## config.mk

```make
export PLATFORM = sky130hd
export DESIGN_NAME = wb_data_stage_flat
export DESIGN_NICKNAME = d
export VERILOG_FILES = /design/src/rtl/wb_data_stage_if.sv /design/src/rtl/wb_data_stage.sv /design/src/flat_wrapper.sv
export SDC_FILE = /design/constraint.sdc
export NUM_CORES = 1
export LEC_CHECK = 0
export BUFFER_PORTS_ARGS = -buffer_cell sky130_fd_sc_hd__buf_2
export CAP_MARGIN = 0
export CORE_MARGIN = 2
export CORE_UTILIZATION = 44
export CTS_BUF_LIST = sky130_fd_sc_hd__clkbuf_16
export DETAILED_ROUTE_END_ITERATION = 7
export PLACE_DENSITY_LB_ADDON = 0.08
export SLEW_MARGIN = 10
export SYNTH_ARGS = -nofsm -noshare
export SYNTH_HDL_FRONTEND = slang
export SYNTH_SLANG_ARGS = --single-unit
```

## constraint.sdc

```tcl
create_clock -name clk -period 2.1 [get_ports clk]
set_input_delay 0.21 -clock clk [delete_from_list [all_inputs] [get_ports clk]]
set_output_delay 0.21 -clock clk [all_outputs]
set_load 0.02 [all_outputs]
```

## src/rtl/wb_data_stage_if.sv

```systemverilog
// MEM-to-WB bundle: the MEM-stage result and handshake going in, and the
// register-file write port, misalignment flag and retired count coming out.
interface wb_data_stage_if #(
    parameter int DATA_W = 32,
    parameter int RA_W   = 5,
    parameter int CNT_W  = 32,
    parameter int OFF_W  = $clog2(DATA_W/8)
);
    logic              valid_in;
    logic              stall;
    logic              flush;
    logic [5:0]        op;
    logic [OFF_W-1:0]  byte_off;
    logic [DATA_W-1:0] dm_dout;
    logic [DATA_W-1:0] alu_out;
    logic [DATA_W-1:0] pc;
    logic [15:0]       imm;
    logic [RA_W-1:0]   rd_in;
    logic              we_in;
    logic              rf_we;
    logic [RA_W-1:0]   rf_waddr;
    logic [DATA_W-1:0] rf_wdata;
    logic              misalign;
    logic [CNT_W-1:0]  retired;

    modport master (
        output valid_in, stall, flush, op, byte_off, dm_dout, alu_out, pc, imm, rd_in, we_in,
        input  rf_we, rf_waddr, rf_wdata, misalign, retired
    );

    modport slave (
        input  valid_in, stall, flush, op, byte_off, dm_dout, alu_out, pc, imm, rd_in, we_in,
        output rf_we, rf_waddr, rf_wdata, misalign, retired
    );
endinterface

```

## src/rtl/wb_data_stage.sv

```systemverilog
// Registered write-back stage: selects load/link/lui/ALU data, registers the
// register-file write port and counts retired instructions.
module wb_data_stage #(
    parameter int DATA_W = 32,
    parameter int RA_W   = 5,
    parameter int OFF_W  = $clog2(DATA_W/8),
    parameter int CNT_W  = 32
) (
    input  logic           clk,
    input  logic           rst_n,
    wb_data_stage_if.slave bus
);
    localparam int NB = DATA_W / 8;
    localparam int NH = DATA_W / 16;
    localparam int NW = DATA_W / 32;

    localparam logic [5:0] OP_LB  = 6'h20;
    localparam logic [5:0] OP_LH  = 6'h21;
    localparam logic [5:0] OP_LW  = 6'h23;
    localparam logic [5:0] OP_LBU = 6'h24;
    localparam logic [5:0] OP_LHU = 6'h25;
    localparam logic [5:0] OP_JAL = 6'h03;
    localparam logic [5:0] OP_LUI = 6'h0f;

    logic [7:0]  byte_lane [NB];
    logic [15:0] half_lane [NH];
    logic [31:0] word_lane [NW];
    logic [7:0]  byte_sel;
    logic [15:0] half_sel;
    logic [31:0] word_sel;

    // Little-endian lanes: lane k sits at bits [k*width +: width].
    for (genvar gi = 0; gi < NB; gi++) begin : g_byte
        assign byte_lane[gi] = bus.dm_dout[8*gi +: 8];
    end
    for (genvar gi = 0; gi < NH; gi++) begin : g_half
        assign half_lane[gi] = bus.dm_dout[16*gi +: 16];
    end
    for (genvar gi = 0; gi < NW; gi++) begin : g_word
        assign word_lane[gi] = bus.dm_dout[32*gi +: 32];
    end

    assign byte_sel = byte_lane[bus.byte_off];
    assign half_sel = half_lane[bus.byte_off[OFF_W-1:1]];

    if (NW == 1) begin : g_w1
        assign word_sel = word_lane[0];
    end else begin : g_wn
        assign word_sel = word_lane[bus.byte_off[OFF_W-1:2]];
    end

    logic [DATA_W-1:0] sel_data;
    logic              misaligned;

    always_comb begin
        sel_data   = bus.alu_out;
        misaligned = 1'b0;
        case (bus.op)
            OP_LB:  sel_data = DATA_W'($signed(byte_sel));
            OP_LBU: sel_data = DATA_W'(byte_sel);
            OP_LH: begin
                sel_data   = DATA_W'($signed(half_sel));
                misaligned = bus.byte_off[0];
            end
            OP_LHU: begin
                sel_data   = DATA_W'(half_sel);
                misaligned = bus.byte_off[0];
            end
            OP_LW: begin
                sel_data   = DATA_W'($signed(word_sel));
                misaligned = (bus.byte_off[1:0] != 2'b00);
            end
            OP_JAL:  sel_data = bus.pc + DATA_W'(8);
            OP_LUI:  sel_data = DATA_W'($signed({bus.imm, 16'h0000}));
            default: sel_data = bus.alu_out;
        endcase
    end

    logic              rf_we_reg;
    logic [RA_W-1:0]   rf_waddr_reg;
    logic [DATA_W-1:0] rf_wdata_reg;
    logic              misalign_reg;
    logic [CNT_W-1:0]  retired_reg;
    logic              retire;

    assign retire = bus.valid_in & ~bus.flush;

    always_ff @(posedge clk or negedge rst_n) begin
        if (!rst_n) begin
            rf_we_reg    <= 1'b0;
            rf_waddr_reg <= '0;
            rf_wdata_reg <= '0;
            misalign_reg <= 1'b0;
            retired_reg  <= '0;
        end else if (bus.stall) begin
            // Drop the strobe so a held result is never written twice.
            rf_we_reg <= 1'b0;
        end else begin
            rf_waddr_reg <= bus.rd_in;
            rf_wdata_reg <= sel_data;
            rf_we_reg    <= retire & bus.we_in & (bus.rd_in != '0);
            misalign_reg <= retire & misaligned;
            retired_reg  <= retired_reg + CNT_W'(retire);
        end
    end

    assign bus.rf_we    = rf_we_reg;
    assign bus.rf_waddr = rf_waddr_reg;
    assign bus.rf_wdata = rf_wdata_reg;
    assign bus.misalign = misalign_reg;
    assign bus.retired  = retired_reg;
endmodule

```

## src/flat_wrapper.sv

```systemverilog
// flat-port wrapper written by rule: the top's interface ports become plain ports
module wb_data_stage_flat 
#(
    parameter int DATA_W = 32,
    parameter int RA_W   = 5,
    parameter int OFF_W  = $clog2(DATA_W/8),
    parameter int CNT_W  = 32
)
  (clk, rst_n, bus_valid_in, bus_stall, bus_flush, bus_op, bus_byte_off, bus_dm_dout, bus_alu_out, bus_pc, bus_imm, bus_rd_in, bus_we_in, bus_rf_we, bus_rf_waddr, bus_rf_wdata, bus_misalign, bus_retired);
  wb_data_stage_if #(.DATA_W(DATA_W), .RA_W(RA_W), .CNT_W(CNT_W), .OFF_W(OFF_W)) bus_i ();
  input  logic clk;
  input  logic rst_n;
  input wire logic [$bits(bus_i.valid_in)-1:0] bus_valid_in;
  input wire logic [$bits(bus_i.stall)-1:0] bus_stall;
  input wire logic [$bits(bus_i.flush)-1:0] bus_flush;
  input wire logic [$bits(bus_i.op)-1:0] bus_op;
  input wire logic [$bits(bus_i.byte_off)-1:0] bus_byte_off;
  input wire logic [$bits(bus_i.dm_dout)-1:0] bus_dm_dout;
  input wire logic [$bits(bus_i.alu_out)-1:0] bus_alu_out;
  input wire logic [$bits(bus_i.pc)-1:0] bus_pc;
  input wire logic [$bits(bus_i.imm)-1:0] bus_imm;
  input wire logic [$bits(bus_i.rd_in)-1:0] bus_rd_in;
  input wire logic [$bits(bus_i.we_in)-1:0] bus_we_in;
  output wire logic [$bits(bus_i.rf_we)-1:0] bus_rf_we;
  output wire logic [$bits(bus_i.rf_waddr)-1:0] bus_rf_waddr;
  output wire logic [$bits(bus_i.rf_wdata)-1:0] bus_rf_wdata;
  output wire logic [$bits(bus_i.misalign)-1:0] bus_misalign;
  output wire logic [$bits(bus_i.retired)-1:0] bus_retired;
  assign bus_i.valid_in = bus_valid_in;
  assign bus_i.stall = bus_stall;
  assign bus_i.flush = bus_flush;
  assign bus_i.op = bus_op;
  assign bus_i.byte_off = bus_byte_off;
  assign bus_i.dm_dout = bus_dm_dout;
  assign bus_i.alu_out = bus_alu_out;
  assign bus_i.pc = bus_pc;
  assign bus_i.imm = bus_imm;
  assign bus_i.rd_in = bus_rd_in;
  assign bus_i.we_in = bus_we_in;
  assign bus_rf_we = bus_i.rf_we;
  assign bus_rf_waddr = bus_i.rf_waddr;
  assign bus_rf_wdata = bus_i.rf_wdata;
  assign bus_misalign = bus_i.misalign;
  assign bus_retired = bus_i.retired;
  wb_data_stage #(.DATA_W(DATA_W), .RA_W(RA_W), .OFF_W(OFF_W), .CNT_W(CNT_W)) u_core (.clk(clk), .rst_n(rst_n), .bus(bus_i));
endmodule
```

==> flow_summary.ini, run 1 <==
[logic_synthesis]
synth-xor-area-share = 0.0824
yosys_register_bits = 71
syn_nets = 630
synth_adder_area_share = 0.00821
avgSynthCellArea_um2 = 9.21
synth_top_area_cell = dfrtp_1
seq_area_frac_synth = 0.389
syn_inst = 496
syn_area_mm2 = 0.00457
synth_edf_count = 0
synth_warnings = 0
synth_top_area_share = 0.389
synthMuxAreaShare = 0.0400
synth_ff_type = dfrtp_1
yosys.area_share.simple = 0.212
yosys-top-cells-area = dfrtp_1 (39%), xnor2_1 (4.6%), a22oi_1 (4.4%), nand2_1 (4.0%), xor2_1 (3.6%)
synth_top_family_by_area = compound AO/OA/AOI/OAI gates
synth-compound-area-share = 0.226
ys_types = 62
synthArstFlopShare = 1.00

[worst_setup_path]
path_buf_inv = 1
critPathTopFamily = simple AND/OR/NAND/NOR gates
critical_path.most_common_cell = ha_1
start_kind = flip-flop
cp_max_fo = 5
crit_chain = ha_1, ha_1, and4b_1, inv_2, or4_4, nor2_1, xor2_1
crit_type = reg2reg
cp-end-kind = flip-flop
cpMaxStageDelayCell = or4_4
worstPathArrival_ns = 2.20
max_stage_delay_ns = 0.56
cp.required_ns = 2.35

[job]
maxCapViolCount = 0

[clock_network]
post_cts_buffers = 0
cts_tree = built
cts_buffer_depth = 2
clock_latency_ns = 0.33
numCtsBuffers = 9
path_clk_slew_ns = 0.06
cts-root-buf = clkbuf_16
cts_sinks = 71
cts-htree-levels = 3

[global_routing]
busiest_layer = met2
use_met3 = 0.0448
antenna_found_initial = 1
grtUsageTotal = 0.272
grt_max_degree = 72
gr-usage-met1 = 0.353
grt_pass1_wl_um = 23700
first_global_vias = 4585
overflow = 0
use_met2 = 0.473

[hold_path]
hold_class = in2async

[timing]
rsz0062_at_grt = false
slew_viol_final = 0
hold_violations = 0
fin_ws_ns = 0.154
slew_headroom = 0.394
min_period_ns = 1.95
post-route-period-util = 0.927
setup_viol = 0
worst_slew_pin_slew_ns = 0.908
fmax_ghz = 0.514
skew_ns = 0.00553

[layout]
fin_nets = 837
syn_to_final_growth_pct = 34.4
fillers = 942
layout-drive-gt1-share = 0.377
utilization = 0.603
diodes = 0

[floorplan]
start_util = 0.449
num_rows = 37
core_area_mm2 = 0.0102
die-area_mm2 = 0.0112
pin_count = 202
die_y_um = 106
die_w_um = 106

[route]
wl_per_cell_um = 18.3
viasPerCell = 5.84
drc = 0
first_iter_violations = 309
drt_pre_antenna_iters = 5
ant_nets = 0
wl_um = 15400
vias = 4925

[status]
status = finished clean

[power]
p_total_mw = 4.01
powerDensity_mw_per_mm2 = 652
ir_drop_mv = 0.345
leakage_nw = 2.90

[placed_design]
port_buffers = 201
dpl_worst_slack_ns = -0.0912
gp_congestion = 0.912
dp_hpwl_um = 11900
-- stage by stage --
stage	TNS, ns	hold slack, ns	std cells	area (µm²)
after floorplan	0	-0.0856	496	4570
after global placement	-0.135	0.404	828	5840
after detailed placement	-0.300	0.410	828	5840
after CTS	0	0.0539	844	6140
after global routing	0	0.103	844	6140
final	0	0.0000512	844	6140
-- cell usage after synthesis, drive strengths merged, types with 5 or more instances --
cell / instances
a221oi: 8
a222oi: 8
a22o: 11
a22oi: 27
a2bb2oi: 5
a31oi: 10
and3: 6
and4: 5
buf: 12
clkbuf: 21
dfrtp: 71
inv: 13
mux2: 8
mux2i: 7
nand2: 49
nand2b: 5
nand3: 22
nand4: 10
nor2: 23
nor3: 9
nor4: 28
o21ai: 36
o2bb2ai: 7
o31a: 11
xnor2: 24
xor2: 19
-- logic make-up (layout without fill, tap and decap cells) --
family / after synthesis / after routing
simple gates: 178 / 178
compound gates: 139 / 139
flops: 71 / 71
buf+inv: 46 / 258
xor+xnor: 43 / 43
mux: 16 / 16
fa+ha+maj: 3 / 3
-- power breakdown --
group	internal (mW)	switching (mW)
Sequential	1.49	0.0926
Combinational	0.354	0.518
Clock	0.922	0.627
Total	2.77	1.24
-- layout by cell type, fill, tap and decap left out, types with 7 or more instances in the layout --
cell       count
mux2i_1        7
xnor2_1       24
dfrtp_1       70
o21ai_1       12
nor4_1        25
a22o_1        11
nor3_1         9
buf_2        200
nand2_1       49
nor2_1        22
o2bb2ai_1      7
mux2_2         8
a221oi_1       7
clkbuf_16      9
a31oi_1       10
xor2_1        19
a222oi_1       8
nand4_1       10
nand3_1       21
o31a_1        11
inv_1         13
o21ai_0       24
a22oi_1       27
buf_4         27
-- cell type report --
type	instances	area, µm²	share of cell area
clock buffers	9	225	0.0367
flip-flops and latches	71	1780	0.289
multi-input cells	379	2600	0.424
clock inverters	7	73.8	0.0120
repair buffers	229	1240	0.202
inverters	13	48.8	0.00794
well taps	136	170	0.0277
-- final timing paths --
check | start | end | slack, ns | cells past startpoint
max in group asynchronous | rst_n | u_core.bus.retired[0] | 1.47 | 1
worst max-delay path | u_core.bus.retired[0] | u_core.bus.retired[26] | 0.15 | 7
min in group clk | bus_alu_out[3] | u_core.bus.rf_wdata[3] | 0.12 | 3
worst min-delay path | rst_n | u_core.bus.rf_waddr[3] | 0.00005 | 1
worst max register to register | u_core.bus.retired[0] | u_core.bus.retired[26] | 0.15 | 7
worst min register to register | u_core.bus.retired[31] | u_core.bus.retired[31] | 0.47 | 1
-- per-layer routing --
| layer | wire (µm) | share of wire |
|---|---|---|
| met1 | 6350 | 0.41 |
| met3 | 1130 | 0.073 |
| met2 | 7670 | 0.50 |
| met5 | 11 | 0.00071 |
| met4 | 281 | 0.018 |
-- what timing repair did --
action                     CTS  global route
resized for setup            0             2
hold endpoints to repair     0             0
hold buffers                 0             0
setup endpoints to repair    0             4
Note: power is estimated with default switching activity, not from simulation.
==> inputs of run 2 (changes only) <==
RECOVER_POWER = 50   (was unset)
==> flow_summary.ini, run 2 (synthesized netlist as in run 1, its figures left out) <==
[placed_design]
port_buffers = 201
gp_congestion = 0.912
dp_hpwl_um = 11900

[route]
first_iter_violations = 326
viasPerCell = 5.81
wl_um = 15400
wl_per_cell_um = 18.2
drc = 0
ant_nets = 0
vias = 4906
drt_pre_antenna_iters = 5

[clock_network]
cts_tree = built
cts_buffer_depth = 2
post_cts_buffers = 0
cts-root-buf = clkbuf_16
cts_sinks = 71
cts-htree-levels = 3
clock_latency_ns = 0.33
path_clk_slew_ns = 0.06
numCtsBuffers = 9

[timing]
hold_violations = 0
holdWs_ns = 0.122
slew_headroom = -0.201
rsz0062_at_grt = false
worst_slew_pin_slew_ns = 1.80
post-route-period-util = 0.926
skew_ns = 0.00589
slew_viol_final = 72
fmax_ghz = 0.514
setup_viol = 0
min_period_ns = 1.95

[global_routing]
overflow = 0
use_met2 = 0.473
grt_max_degree = 72
use_met3 = 0.0448
busiest_layer = met2
gr-usage-met1 = 0.353
grtUsageTotal = 0.272
grt_pass1_wl_um = 23700
antenna_found_initial = 1
first_global_vias = 4585

[layout]
layout.cells.most_common_list = buf_2 (171), dfrtp_1 (70), nand2_1 (49), clkbuf_1 (29), a22oi_1 (27)
multi_input_area_mm2 = 0.00260
layout_commonest_cell = buf_2
utilization = 0.599
fillers = 953
seqCellArea_mm2 = 0.00178
syn_to_final_growth_pct = 33.6
fin_nets = 837
diodes = 0
layout-drive-gt1-share = 0.336

[worst_setup_path]
cpMaxStageDelayCell = or4_4
crit_start = u_core.bus.retired[0]
cp.required_ns = 2.35
crit_type = reg2reg
cp-end-kind = flip-flop
r2r_cells = 7
path_buf_inv = 1
cp_max_fo = 5
critPathTopFamily = simple AND/OR/NAND/NOR gates
critical_path.most_common_cell = ha_1
worstPathArrival_ns = 2.20
start_kind = flip-flop
timing.rr.start = u_core.bus.retired[0]
path_depth = 7
crit_chain = ha_1, ha_1, and4b_1, inv_2, or4_4, nor2_1, xor2_1
max_stage_delay_ns = 0.56

[floorplan]
die_w_um = 106
start_util = 0.449
die_y_um = 106
num_rows = 37
pin_count = 202
die-area_mm2 = 0.0112
core_area_mm2 = 0.0102

[job]
maxCapViolCount = 1

[power]
power_frac_comb = 0.214
p_total_mw = 3.99
p_sw_frac = 0.311
ir_drop_mv = 0.345
p_switching_mw = 1.24
leakage_nw = 2.81
pwr-share-seq = 0.398
powerDensity_mw_per_mm2 = 654
p_clk_frac = 0.388
p_int_mw = 2.75

[hold_path]
hold_depth = 3
hp-start = bus_alu_out[3]
hold_class = in2reg

[status]
status = finished with violations
violations = capacitance limit, slew limit
## run 2: cell types whose count changed in the layout (fill, tap and decap cells not counted)
cell	delta
clkbuf_2	+1
clkbuf_1	+29
buf_4	-1
buf_2	-29
## run 2: power groups by stage
stage               sequential, mW  clock [mW]  combinational [mW]
floorplan                     1.75           0               0.289
global placement              1.60           0               0.861
detailed placement            1.61           0               0.870
CTS                           1.58        1.57               0.875
global route                  1.60        1.62               0.921
finish                        1.59        1.55               0.855
## run 2: final timing paths
path	slack (ns)	to
min	0.12	u_core.bus.rf_wdata[3]
min reg2reg	0.47	u_core.bus.retired[31]
max in group asynchronous	0.58	u_core.bus.retired[0]
max	0.15	u_core.bus.retired[26]
max reg2reg	0.15	u_core.bus.retired[26]
min in group asynchronous	0.34	u_core.bus.rf_waddr[3]
## run 2: per-layer routing
metal / vias to the layer above / wire length, µm / part of all wire
met5: - / 11 / 0.00071
met4: 2 / 259 / 0.017
met3: 25 / 1120 / 0.073
met2: 211 / 7630 / 0.50
met1: 2348 / 6370 / 0.41
li1: 2320 / - / -
## run 2: worst min-delay path, delay by kind of cell
family,cells,cell delay (ns)
compound gates,1,0.06
buf+inv,1,0.10
simple gates,1,0.05
## run 2: timing repair
item | 4_1_cts | 5_1_grt
setup endpoints to repair | 0 | 4
gates resized for setup | 0 | 2
hold buffers | 0 | 0
## run 2: cell type report
class / instances / share of cell area
flip-flops and latches: 71 / 0.291
well taps: 136 / 0.0279
multi-input cells: 379 / 0.427
repair buffers: 229 / 0.197
clock inverters: 7 / 0.0121
inverters: 13 / 0.00799
clock buffers: 9 / 0.0369
## run 2: per-stage QoR
| step | setup slack (ns) | TNS, ns | area [µm²] | std cells |
|---|---|---|---|---|
| 2_1_floorplan | 0.0479 | 0 | 4570 | 496 |
| 3_3_place_gp | -0.0352 | -0.135 | 5840 | 828 |
| 3_5_place_dp | -0.0912 | -0.300 | 5840 | 828 |
| 4_1_cts | 0.0253 | 0 | 6140 | 844 |
| 5_1_grt | 0.00943 | 0 | 6100 | 844 |
| 6_report | 0.155 | 0 | 6100 | 844 |
==> inputs of run 3 (changes only) <==
ABC_CLOCK_PERIOD_IN_PS = 2100   (was unset)
REMOVE_ABC_BUFFERS = 1   (was unset)
==> flow_summary.ini, run 3 (synthesized netlist as in run 1, its figures left out) <==
[status]
status = finished clean

[floorplan]
core_area_mm2 = 0.0102
die_w_um = 106
pin_count = 202
start_util = 0.449
die-area_mm2 = 0.0112
die_y_um = 106
num_rows = 37

[worst_setup_path]
worstPathArrival_ns = 2.21
cp-end-kind = flip-flop
start_kind = flip-flop
cp.required_ns = 2.36
r2r_cells = 7
cp_max_fo = 5
r2r_slack_ns = 0.15
crit_type = reg2reg
timing.rr.start = u_core.bus.retired[0]
r2r_end = u_core.bus.retired[26]

[global_routing]
antenna_found_initial = 1
overflow = 0
grtUsageTotal = 0.285
grt_max_degree = 72
grt_pass1_wl_um = 24900
first_global_vias = 4842

[power]
p_total_mw = 3.98
leakage_nw = 2.81
powerDensity_mw_per_mm2 = 652
ir_drop_mv = 0.349

[route]
drc = 0
viasPerCell = 5.83
ant_nets = 0
wl_um = 15500
wl_per_cell_um = 18.3
vias = 4940
drt_pre_antenna_iters = 6
first_iter_violations = 341

[clock_network]
cts-htree-levels = 3
clock_latency_ns = 0.33
cts_sinks = 71
path_clk_slew_ns = 0.06
cts_buffer_depth = 2
post_cts_buffers = 0
cts-root-buf = clkbuf_16
numCtsBuffers = 9
cts_tree = built

[timing]
post-route-period-util = 0.928
rsz0062_at_grt = false
setup_tns_ns = 0
skew_ns = 0.00517
slew_viol_final = 0
worst_slew_pin_slew_ns = 1.02
slew_headroom = 0.322
holdWs_ns = 0.115
min_period_ns = 1.95
hold_violations = 0
fmax_ghz = 0.513
setup_viol = 0

[hold_path]
min_to = u_core.bus.rf_wdata[3]
hold_class = in2reg
hold_depth = 3
hp-start = bus_alu_out[3]

[layout]
diodes = 0
fillers = 1004
fin_nets = 841
layout.cells.most_common_list = buf_2 (166), dfrtp_1 (71), nand2_1 (49), clkbuf_1 (34), buf_4 (30)
fin_cells = 848
syn_to_final_growth_pct = 33.5
seqCellArea_mm2 = 0.00178
layout_commonest_cell = buf_2
utilization = 0.599
multi_input_area_mm2 = 0.00260
layout-drive-gt1-share = 0.329

[job]
maxCapViolCount = 0

[placed_design]
port_buffers = 201
dp.cells = 831
gp_congestion = 0.920
dp_hpwl_um = 12000
## run 3: cell types whose count changed in the layout (fill, tap and decap cells not counted), sizes merged
cell and delta:
clkbuf +6, inv -1, clkinvlp -1, buf -3
dlygate4sd3 +1, clkinv +2
## run 3: report_power, final
group          switching [mW]  internal, mW
registers              0.0983          1.49
clock network           0.631         0.920
logic                   0.510         0.332
total                    1.24          2.74
## run 3: final cells by class
class                   instances  area share
well taps                     136      0.0279
flip-flops and latches         71       0.291
inverters                      13     0.00800
clock buffers                   9      0.0369
clock inverters                 7      0.0117
repair buffers                233       0.198
multi-input cells             379       0.426
## run 3: critical path, cell delays in order, from the launching register on
cell and delay [ns]:
dfrtp_1 0.36, ha_1 0.17, ha_1 0.16, and4b_1 0.28, inv_2 0.06, or4_4 0.55, nor2_1 0.14, xor2_1 0.15
## run 3: how the worst max path moves through the flow
stage	to	start	slack, ns
2_1_floorplan	u_core.bus.retired[24]	u_core.bus.retired[0]	0.04
3_3_place_gp	u_core.bus.retired[26]	bus_flush	-0.03
3_5_place_dp	u_core.bus.retired[30]	bus_flush	-0.08
4_1_cts	u_core.bus.retired[26]	u_core.bus.retired[0]	0.03
5_1_grt	u_core.bus.retired[24]	u_core.bus.retired[0]	0.02
6_report	u_core.bus.retired[26]	u_core.bus.retired[0]	0.15
## run 3: layer usage
metal,global-route usage,wire (µm),part of all wire,vias up
met5,0,11,0.00071,-
met4,0.115,419,0.027,2
met3,0.0521,963,0.062,32
met2,0.479,7630,0.49,201
met1,0.364,6490,0.42,2376
li1,-,-,-,2329
## run 3: stage by stage
stage / instance area (µm²) / setup WS, ns
after global routing: 6100 / 0.0211
after detailed placement: 5850 / -0.0777
after floorplan: 4420 / 0.0432
after global placement: 5850 / -0.0329
final: 6100 / 0.151
after CTS: 6150 / 0.0303
## run 3: what timing repair did
action | 4_1_cts | 5_1_grt
hold buffers | 1 | 0
setup endpoints to repair | 0 | 4
hold endpoints to repair | 71 | 0
gates resized for setup | 0 | 1
